## config.mk

```make
export PLATFORM = sky130hd
export DESIGN_NAME = div_stall_unit
export DESIGN_NICKNAME = d
export VERILOG_FILES = /design/src/rtl/div_stall_unit.sv
export SDC_FILE = /design/constraint.sdc
export NUM_CORES = 1
export LEC_CHECK = 0
export CAP_MARGIN = 10
export CORE_MARGIN = 1
export CORE_UTILIZATION = 25
export DETAILED_ROUTE_END_ITERATION = 8
export PLACE_DENSITY = 0.5
export SYNTH_ARGS = -nofsm -noshare
export SYNTH_HDL_FRONTEND = slang
export SYNTH_SLANG_ARGS = --single-unit
```

## constraint.sdc

```tcl
create_clock -name clk -period 7 [get_ports clk]
set_input_delay 0.7 -clock clk [delete_from_list [all_inputs] [get_ports clk]]
set_output_delay 0.7 -clock clk [all_outputs]
set_load 0.05 [all_outputs]
```

## src/rtl/div_stall_unit.sv

```systemverilog
// div_stall_unit: multi-cycle restoring divider for the EX stage.
// It requests a pipeline stall while a DIV/DIVU occupies EX. It releases the
// stall in the cycle where the quotient (LO) and remainder (HI) are presented.
//
//   state  | meaning
//   -------+-----------------------------------------------------------
//   IDLE   | waiting; a start without annul latches the operands
//   CALC   | one restoring-division iteration per cycle (WIDTH cycles)
//   DONE   | sign-corrected result valid, ready pulses, stall released
module div_stall_unit #(
  parameter int WIDTH = 32,
  parameter int CNT_W = 6
) (
  input  logic             clk,
  input  logic             rst_n,
  input  logic             div_startE,
  input  logic             div_signedE,
  input  logic [WIDTH-1:0] srcaE,
  input  logic [WIDTH-1:0] srcbE,
  input  logic             annulE,
  output logic             div_stallE,
  output logic             div_readyE,
  output logic [WIDTH-1:0] hiE,
  output logic [WIDTH-1:0] loE
);

  typedef enum logic [1:0] {
    S_IDLE = 2'd0,
    S_CALC = 2'd1,
    S_DONE = 2'd2
  } state_t;

  state_t           state_q, state_d;
  logic [CNT_W-1:0] cnt_q;
  logic [WIDTH-1:0] rem_q, quo_q, dvsr_q, dvnd_q;
  logic [WIDTH-1:0] hi_q, lo_q;
  logic             neg_quo_q, neg_rem_q, dvsr_zero_q;

  logic             last_iter;
  logic [WIDTH-1:0] abs_a, abs_b;
  logic [WIDTH:0]   shifted, trial;
  logic             borrow;
  logic [WIDTH-1:0] rem_nxt, quo_nxt;
  logic [WIDTH-1:0] lo_fix, hi_fix;

  assign last_iter = (state_q == S_CALC) && (cnt_q == CNT_W'(WIDTH - 1));

  // Operand magnitudes; the sign is only stripped for signed DIV.
  always_comb begin
    abs_a = srcaE;
    abs_b = srcbE;
    if (div_signedE && srcaE[WIDTH-1]) abs_a = -srcaE;
    if (div_signedE && srcbE[WIDTH-1]) abs_b = -srcbE;
  end

  // One restoring step. The partial remainder is always below the divisor, so
  // the shifted value fits WIDTH+1 bits and the top bit of the trial result is
  // the borrow.
  always_comb begin
    shifted = {rem_q, quo_q[WIDTH-1]};
    trial   = shifted - {1'b0, dvsr_q};
    borrow  = trial[WIDTH];
    rem_nxt = borrow ? shifted[WIDTH-1:0] : trial[WIDTH-1:0];
    quo_nxt = {quo_q[WIDTH-2:0], ~borrow};
  end

  // Final sign correction; a zero divisor bypasses it and returns the raw dividend.
  always_comb begin
    lo_fix = neg_quo_q ? -quo_nxt : quo_nxt;
    hi_fix = neg_rem_q ? -rem_nxt : rem_nxt;
    if (dvsr_zero_q) begin
      lo_fix = '1;
      hi_fix = dvnd_q;
    end
  end

  // State register.
  always_ff @(posedge clk or negedge rst_n) begin
    if (!rst_n) state_q <= S_IDLE;
    else        state_q <= state_d;
  end

  // Next-state logic; annul wins from every state.
  always_comb begin
    state_d = state_q;
    if (annulE) begin
      state_d = S_IDLE;
    end else begin
      case (state_q)
        S_IDLE:  if (div_startE) state_d = S_CALC;
        S_CALC:  if (last_iter)  state_d = S_DONE;
        S_DONE:  state_d = S_IDLE;
        default: state_d = S_IDLE;
      endcase
    end
  end

  // Datapath: operand capture, iteration, and the result registers.
  always_ff @(posedge clk or negedge rst_n) begin
    if (!rst_n) begin
      cnt_q       <= '0;
      rem_q       <= '0;
      quo_q       <= '0;
      dvsr_q      <= '0;
      dvnd_q      <= '0;
      neg_quo_q   <= 1'b0;
      neg_rem_q   <= 1'b0;
      dvsr_zero_q <= 1'b0;
      hi_q        <= '0;
      lo_q        <= '0;
    end else if (annulE) begin
      cnt_q <= '0;
    end else begin
      case (state_q)
        S_IDLE: begin
          if (div_startE) begin
            rem_q       <= '0;
            quo_q       <= abs_a;
            dvsr_q      <= abs_b;
            dvnd_q      <= srcaE;
            neg_quo_q   <= div_signedE & (srcaE[WIDTH-1] ^ srcbE[WIDTH-1]);
            neg_rem_q   <= div_signedE & srcaE[WIDTH-1];
            dvsr_zero_q <= (srcbE == '0);
            cnt_q       <= '0;
          end
        end
        S_CALC: begin
          rem_q <= rem_nxt;
          quo_q <= quo_nxt;
          cnt_q <= cnt_q + 1'b1;
          if (last_iter) begin
            hi_q <= hi_fix;
            lo_q <= lo_fix;
          end
        end
        default: begin
          cnt_q <= '0;
        end
      endcase
    end
  end

  // The result is presented for one cycle. The stall is released in that same cycle.
  always_comb begin
    div_readyE = (state_q == S_DONE) && !annulE;
    div_stallE = div_startE & ~div_readyE & ~annulE;
    hiE        = hi_q;
    loE        = lo_q;
  end

endmodule

```

Word level (Yosys, flattened, before mapping)
Index checks and enable logic that the tools add are counted.
Widths: inputs -> output; s select.
{"block": "word_totals", "register_bits": 203, "input_bits": 69, "out_inout_bits": 66, "wordCells": 61}
{"block": "classes", "add_sub_neg": 6, "eq_ne": 6, "muxes": 18, "bitwise_logic": 8, "reduce_logical": 12}
{"operator": "$mux 32", "count": 9}
{"operator": "$neg 32->32", "count": 4}
{"operator": "$pmux 32 s2", "count": 2}
{"operator": "$sub 33x32->33", "count": 1}
{"operator": "$logic_not 32->1", "count": 1}
{"operator": "$mux 6", "count": 2}
{"operator": "$pmux 6 s2", "count": 1}
{"operator": "$reduce_and 3->1", "count": 3}
{"operator": "$add 6x1->6 const B", "count": 1}
{"operator": "$eq 6x5->1 const B", "count": 1}
{"operator": "$mux 2", "count": 3}
{"operator": "$ne 3x3->1 const B", "count": 2}
{"operator": "$and 1x1->1", "count": 4}
{"operator": "$logic_and 1x1->1", "count": 4}
{"operator": "$pmux 2 s2", "count": 1}
{"operator": "$not 1->1", "count": 3}
{"operator": "$eq 2x1->1 const B", "count": 1}
{"operator": "$eq 2x2->1 const B", "count": 1}
{"operator": "$logic_not 2->1", "count": 1}
{"operator": "$ne 2x2->1 const B", "count": 1}
{"operator": "$reduce_and 2->1", "count": 1}
{"operator": "$reduce_bool 2->1", "count": 1}
{"operator": "$logic_not 1->1", "count": 1}
{"operator": "$xor 1x1->1", "count": 1}

Logic depth before layout (Yosys ltp)
Gate-level depths: netlist of run 1.
{"block": "depth", "word_depth": 5, "mapped_depth": 24, "ltp_nobuf": 21}

Worst setup path before layout of run 1
No wires, ideal clock.
{"block": "synth_timing", "kind": "register -> register", "start": "register quo_q[31]", "end": "register hi_q[28], in the netlist hiE[28]", "setup_ns": 0.119, "arrival_time_ns": 4.815, "t_required_ns": 6.881, "path_slack_ns": 2.066, "path_stages_with_launch": 25, "n_path_buf": 3, "period_less_slack_ns": 4.934, "path_cell_list": "dfrtp_1 -> inv_1 -> ha_1 -> fa_1 -> nor2b_4 -> o31ai_2 -> nand3_2 -> a211o_1 -> and4_4 -> a211oi_2 -> inv_1 -> buf_2 -> buf_2 -> buf_1 -> mux2_2 -> ha_1 -> nand2_1 -> nor3_1 -> or4b_4 -> nor4_4 -> o21ai_2 -> o41ai_2 -> xnor2_1 -> o21ai_1 -> o21a_1"}
{"block": "synth_via", "elab_chain_len": 5}
{"element": "start, declared", "line_no": "35", "source": "logic [WIDTH-1:0] rem_q, quo_q, dvsr_q, dvnd_q;"}
{"element": "start signal, assigned", "line_no": "118", "source": "quo_q <= abs_a;"}
{"element": "start signal, assigned", "line_no": "129", "source": "quo_q <= quo_nxt;"}
{"element": "$sub 33x32->33", "line_no": "61", "source": "trial = shifted - {1'b0, dvsr_q};"}
{"element": "$mux 32 (*)", "line_no": "63", "source": "rem_nxt = borrow ? shifted[WIDTH-1:0] : trial[WIDTH-1:0];"}
{"element": "$neg 32->32", "line_no": "70", "source": "hi_fix = neg_rem_q ? -rem_nxt : rem_nxt;"}
{"element": "$mux 32 (*)", "line_no": "70"}
{"element": "$mux 32 (*)", "line_no": "71", "source": "if (dvsr_zero_q) begin"}
{"element": "end signal, assigned", "line_no": "132", "source": "hi_q <= hi_fix;"}
{"element": "end, declared", "line_no": "36", "source": "logic [WIDTH-1:0] hi_q, lo_q;"}
Every way passes the cells marked *; elsewhere a longest branch is shown, timed or not.
A chain may end at the register's enable or synchronous reset.

Worst setup path in the final report of run 1
{"block": "layout_timing", "start": "register rem_q[23]", "end": "register hi_q[28], in the netlist hiE[28]"}
{"block": "layout_via", "elab_chain_len": 5}
{"element": "start, declared", "line_no": "35"}
{"element": "start signal, assigned", "line_no": "128", "source": "rem_q <= rem_nxt;"}
{"element": "$sub 33x32->33", "line_no": "61"}
{"element": "$mux 32 (*)", "line_no": "63"}
{"element": "$neg 32->32", "line_no": "70"}
{"element": "$mux 32 (*)", "line_no": "70"}
{"element": "$mux 32 (*)", "line_no": "71"}
Marks and branches as above.

==> results of run 1 <==
## layout make-up
class                      instances  area (sq um)  share of cell area, %
multi-input combinational       1315          7860                   48.1
clock inverter                    13           154                  0.941
timing repair buffer             151          1470                   9.00
sequential                       203          5080                   31.0
inverter                          56           210                   1.28
tap                              688           861                   5.26
clock buffer                      34           721                   4.41
## power by group
group / switching [mW] / leakage (nW) / internal (mW)
combinational: 2.25 / 3.84 / 1.25
sequential: 0.200 / 2.68 / 1.35
clock: 0.571 / 0.435 / 0.833
## metal layers
layer	share of wire (%)	vias up	GRT usage, %
met4	2.2	0	4.79
met5	0	-	0
met2	45	296	28.2
met3	5.5	51	3.04
li1	-	6000	-
met1	47	6018	24.9
## worst max-delay path, stage by stage (launching register included)
cell	delay, ns
dfrtp_1	0.41
ha_1	0.47
and2_1	0.23
and3_1	0.24
nor4b_1	0.42
nand3_1	0.22
a211oi_4	0.30
inv_1	0.09
mux2_2	0.26
ha_1	0.23
nand2_1	0.07
nor3_1	0.43
or4b_4	0.57
nor4_4	0.19
o21ai_2	0.16
o41ai_2	0.40
xnor2_1	0.16
o21ai_1	0.07
o21a_1	0.11
## cell usage in the layout (no fill, tap or decap), types with 16 or more instances in the layout
master,n
dfrtp_1,203
xnor2_1,68
a21oi_1,138
xor2_1,72
clkbuf_16,26
o31ai_1,23
mux2i_1,35
nor4_1,18
a31oi_1,16
ha_1,37
nand3_1,22
inv_1,54
or3_1,17
nor2_1,147
o21ai_0,175
nor3_1,30
buf_4,17
clkdlybuf4s50_1,133
nand2_1,304
## state kept, by name (all words and copies together), names as in the netlist
register,count
cnt_q,6
dvnd_q,32
dvsr_q,32
dvsr_zero_q,1
hiE,32
loE,32
neg_quo_q,1
neg_rem_q,1
quo_q,32
rem_q,32
state_q,2
## worst max path at each step
stage	to	slack, ns	cells after the start
after floorplan	hiE[28]	2.07	24
after global placement	hiE[28]	1.93	18
after detailed placement	hiE[28]	1.89	18
after CTS	hiE[28]	1.85	18
after global routing	hiE[26]	1.51	18
final	hiE[28]	1.86	18
## cell families after synthesis
logic type | synth area share, %
AOI/OAI and AO/OA | 21.5
xor gates and xnor gates | 9.10
adders and majority gates | 3.58
buffers and inverters | 4.22
DFF | 37.7
muxes | 3.18
and+or+nand+nor | 20.7
## per-stage QoR
step           cell area [sq um]  std cells  util (%)  hold slack, ns  setup WS (ns)
3_5_place_dp               15500       2413      29.3           0.463           1.89
6_report                   16400       2460      30.9           0.175           1.86
3_3_place_gp               15500       2413      29.3           0.460           1.93
2_1_floorplan              13500       1661         -           0.404           2.07
5_1_grt                    16400       2460      30.9           0.206           1.51
4_1_cts                    16400       2460      30.9           0.184           1.85
==> results.toml, run 1 <==
[yosys]
yosysTopAreaCell = "dfrtp_1"
netlist_top_cells_area = "dfrtp_1 38%, nand2_1 8.5%, o21ai_0 6.5%"
ys_ff_latch = 203
seq_area_frac_synth_pct = 37.7
synth_common_cells = "305 x nand2_1, 203 x dfrtp_1, 175 x o21ai_0"
syn_area_sq_mm = 0.0135
syn_inst = 1661
yosysWarnings = 0
syn_area_per_cell_sq_um = 8.12
synth_ff_type = "dfrtp_1"
synthArstFlopShare_pct = 100
ys_types = 81
syn-num-nets = 1768
yosysMostFrequentCell = "nand2_1"
synth_edf_count = 0
synth_top_area_share_pct = 37.7

[cells_and_area]
area_growth_pct = 21.4
fillerInstances = 5633
drive_gt1_share_pct = 6.09
antennaDiodeCount = 0
final_nets = 1860

[cts]
clk_latency_ns = 0.57
cts_hold_buf = 0
cts_resized = 0
cts_max_level = 1
cts_buffers = 26
cts_setup_buffers = 0
clkTransAtPathRegs_ns = 0.06
ctsLongestPathBuffers = 3
cts_tree = "yes"
cts_root_buf = "clkbuf_16"
clkSinkCount = 203

[floorplan]
die_h_microns = 234
core_sq_mm = 0.0529
die_w_microns = 234
start_util_pct = 25.5
num_io_pins = 135
fp-row-count = 84
dieArea_sq_mm = 0.0549

[critical_path]
ff2ff_setup_slack_ns = 1.86
reg2regPathDepth = 18
crit_fanout = 9
end_kind = "flip-flop"
worstPathRequired_ns = 7.45
cp_data_arrival_time_ns = 5.59
crit_type = "reg -> reg"
rr_startpoint = "rem_q[23]"
start_kind = "flip-flop"
regToRegEndpoint = "hiE[28]"
cp-startpoint = "rem_q[23]"

[sta]
period_minus_slack_ns = 5.14
final_max_slew_viol_count = 0
layout_worst_path_cycle_share_pct = 73.5
setup_viol = 0
hold_viol = 0
rsz0062_at_grt = "false"
tns_ns = 0
relSlewSlack_pct = 26.5
finClkSkew_ns = 0.0141
worst_pin_slew_ns = 1.09
fmax_ghz = 0.194

[global_routing]
grt_use_total_pct = 17.8
grt_overflow = 0
grt_max_degree = 97
grt_pass1_wl_mm = 74.9
antenna_found_initial = 1
first_global_vias = 12100

[drt]
drt-vias-per-instance = 5.03
vias = 12400
drc = 6
wl_per_cell_microns = 19.8
ant_nets = 0
postRouteWirelength_mm = 48.7
drt_iter0_markers = 988
drt-pass1-iter-count = 7

[placed_design]
place_congestion = 0.912
dp.final_hpwl_mm = 36.8
numPortBuffers = 134

[status]
status = "complete, but fails checks"
violations = "design-rule violations"

[power]
leakagePower_nw = 6.96
power_mw = 6.45
peakVddDrop_mv = 0.196
power_density_mw_per_mm2 = 394

[min_path]
hp-class = "in -> async"

[run]
maxCapViolations = 0
No activity file was read; power rests on OpenSTA's default activity.
==> inputs of run 2 (changes only) <==
--- a/config.mk
+++ b/config.mk
@@ -9,7 +9,7 @@
 export CORE_MARGIN = 1
 export CORE_UTILIZATION = 25
 export DETAILED_ROUTE_END_ITERATION = 8
-export PLACE_DENSITY = 0.5
+export PLACE_DENSITY = 0.52
 export SYNTH_ARGS = -nofsm -noshare
 export SYNTH_HDL_FRONTEND = slang
 export SYNTH_SLANG_ARGS = --single-unit
==> constraint.sdc (replaced) <==
create_clock -name clk -period 4.2 [get_ports clk]
set_input_delay 0.42 -clock clk [delete_from_list [all_inputs] [get_ports clk]]
set_output_delay 0.42 -clock clk [all_outputs]
set_load 0.05 [all_outputs]
==> run 2 against run 1 <==
  * The flow finishes with violations (design-rule violations, negative setup slack)
  * Clock skew is 0.0020 ns lower
  * Critical path depth up 3
  * Global-route usage decreased by 0.86 points
  * Via count rose by 4.2%
  * Utilization rose by 3.0 points
  * Non-clock buffer count increased by 162
  * Clock power up 67%
  * Cell count up 6.5%
  * Sequential power is 65% higher
  * Register-to-register slack worse by 1.9 ns
  * Setup slack worse by 1.9 ns
==> results.toml, run 2 (same netlist as run 1, synthesis figures left out) <==
[status]
status = "complete, but fails checks"
violations = "design-rule violations, negative setup slack"

[drt]
ant_nets = 0
drt-vias-per-instance = 4.92
vias = 12900
postRouteWirelength_mm = 47.1
drc = 14
drt-pass1-iter-count = 7
wl_per_cell_microns = 18.0
drt_iter0_markers = 685

[cells_and_area]
final_common_cell = "nand2_1"
final_area_sq_mm = 0.0179
final_nets = 2021
drive_gt1_share_pct = 15.9
final_cells = 2621
final_cell_mix = "303 x nand2_1, 203 x dfrtp_1, 172 x buf_4, 164 x o21ai_0, 147 x nor2_1"
area_growth_pct = 32.9
fillerInstances = 5474

[power]
power_density_mw_per_mm2 = 684
peakVddDrop_mv = 0.342
leakagePower_nw = 7.81
power_mw = 12.3

[sta]
rsz0062_at_grt = "true"
fmax_ghz = 0.235
finClkSkew_ns = 0.0121
fin_ws_ns = -0.0537
hold_viol = 0
period_minus_slack_ns = 4.25
holdWs_ns = 0.473
layout_worst_path_cycle_share_pct = 101
worst_pin_slew_ns = 1.13
setup_viol = 4
final_max_slew_viol_count = 0
relSlewSlack_pct = 24.4

[floorplan]
die_w_microns = 234
num_io_pins = 135
fp-row-count = 84
core_sq_mm = 0.0529
start_util_pct = 25.5
die_h_microns = 234
dieArea_sq_mm = 0.0549

[critical_path]
end_kind = "flip-flop"
critPathBufInv = 2
cpMaxStageDelayCell = "or4b_4"
crit_fanout = 4
crit_type = "reg -> reg"
ff2ff_setup_slack_ns = -0.05
worstPathRequired_ns = 4.65
start_kind = "flip-flop"
crit_family = "compound AO/OA/AOI/OAI gates"
critical_path.cell_chain = "inv_2 -> ha_4 -> fa_2 -> nor2b_4 -> o31ai_4 -> nand3_2 -> a211o_1 -> and4_4 -> a211oi_4 -> inv_2 -> mux2_4 -> ha_4 -> nand2_2 -> nor3_2 -> or4b_4 -> nor4_4 -> o21ai_4 -> o41ai_2 -> xnor2_1 -> o21ai_1 -> o21a_1"
slowest_delay_ns = 0.54
cp_data_arrival_time_ns = 4.71

[placed_design]
numPortBuffers = 134
pre_cts_slack_ns = -0.194
place_congestion = 0.921
dp.final_hpwl_mm = 36.5
placed_cells = 2566
placed_area_sq_mm = 0.0167

[cts]
cts_tree = "yes"
cts_root_buf = "clkbuf_16"
cts_buffers = 25
ctsLongestPathBuffers = 3
clkSinkCount = 203
clkTransAtPathRegs_ns = 0.06
cts_max_level = 1
clk_latency_ns = 0.57

[global_routing]
first_global_vias = 12700
grt_pass1_wl_mm = 72.7
grt_overflow = 0
antenna_found_initial = 0
grt_max_degree = 87
grt_use_total_pct = 17.0

[run]
maxCapViolations = 0

[min_path]
hp-class = "reg -> reg"
## run 2: cell types whose count changed in the layout (fill, tap and decap cells not counted), sizes merged
| cell | previous run | this run |
|---|---|---|
| clkbuf | 35 | 37 |
| dlygate4sd3 | 0 | 1 |
| clkinv | 9 | 4 |
| diode | 0 | 1 |
| inv | 56 | 58 |
| buf | 17 | 177 |
## run 2: power breakdown
part           switching, mW  total [mW]  internal, mW
Combinational           4.10        7.35          3.25
Sequential             0.316        2.56          2.25
Clock                  0.935        2.34          1.41
Total                   5.35        12.3          6.90
## run 2: worst register-to-register path, stage by stage (launching register included)
cell,delay (ns)
dfrtp_1,0.39
inv_2,0.08
ha_4,0.14
fa_2,0.24
nor2b_4,0.06
o31ai_4,0.27
nand3_2,0.11
a211o_1,0.33
and4_4,0.18
a211oi_4,0.27
inv_2,0.08
mux2_4,0.22
ha_4,0.13
nand2_2,0.04
nor3_2,0.14
or4b_4,0.54
nor4_4,0.22
o21ai_4,0.12
o41ai_2,0.27
xnor2_1,0.16
o21ai_1,0.07
o21a_1,0.11
## run 2: stage by stage
stage	TNS [ns]	util, %
floorplan	-1.23	-
global placement	-0.332	31.7
detailed placement	-1.09	31.7
CTS	-0.0895	33.5
global route	-1.52	33.9
finish	-0.125	33.9
## run 2: what timing repair did
item | CTS | global route
hold buffers | 1 | 0
gates resized for setup | 8 | 38
pin swaps | 3 | 14
gates cloned | 0 | 1
setup endpoints to repair | 17 | 26
buffers inserted | 4 | 4
endpoints found under the hold margin | 82 | 0
## run 2: area by class of cell
type | count | area [sq um] | share of cell area (%)
multi-input cells | 1315 | 8120 | 45.3
flip-flops and latches | 203 | 5080 | 28.3
repair buffers | 313 | 2760 | 15.4
well taps | 688 | 861 | 4.80
clock buffers | 35 | 733 | 4.09
inverters | 56 | 210 | 1.17
clock inverters | 10 | 150 | 0.838
diodes | 1 | 2.50 | 0.0140
## run 2: final timing paths
check / startpoint / end / cells past startpoint
max: quo_q[31] / hiE[28] / 21
min: dvnd_q[4] / dvnd_q[4] / 2
max reg2reg: quo_q[31] / hiE[28] / 21
min reg2reg: dvnd_q[4] / dvnd_q[4] / 2
max in group asynchronous: rst_n / loE[28] / 3
min in group asynchronous: rst_n / dvsr_q[6] / 2
## run 2: per-layer routing
metal / part of all wire, % / GRT usage (%)
met2: 46 / 27.5
met4: 2.4 / 4.89
met5: 0 / 0
met1: 46 / 23.2
met3: 5.2 / 2.59
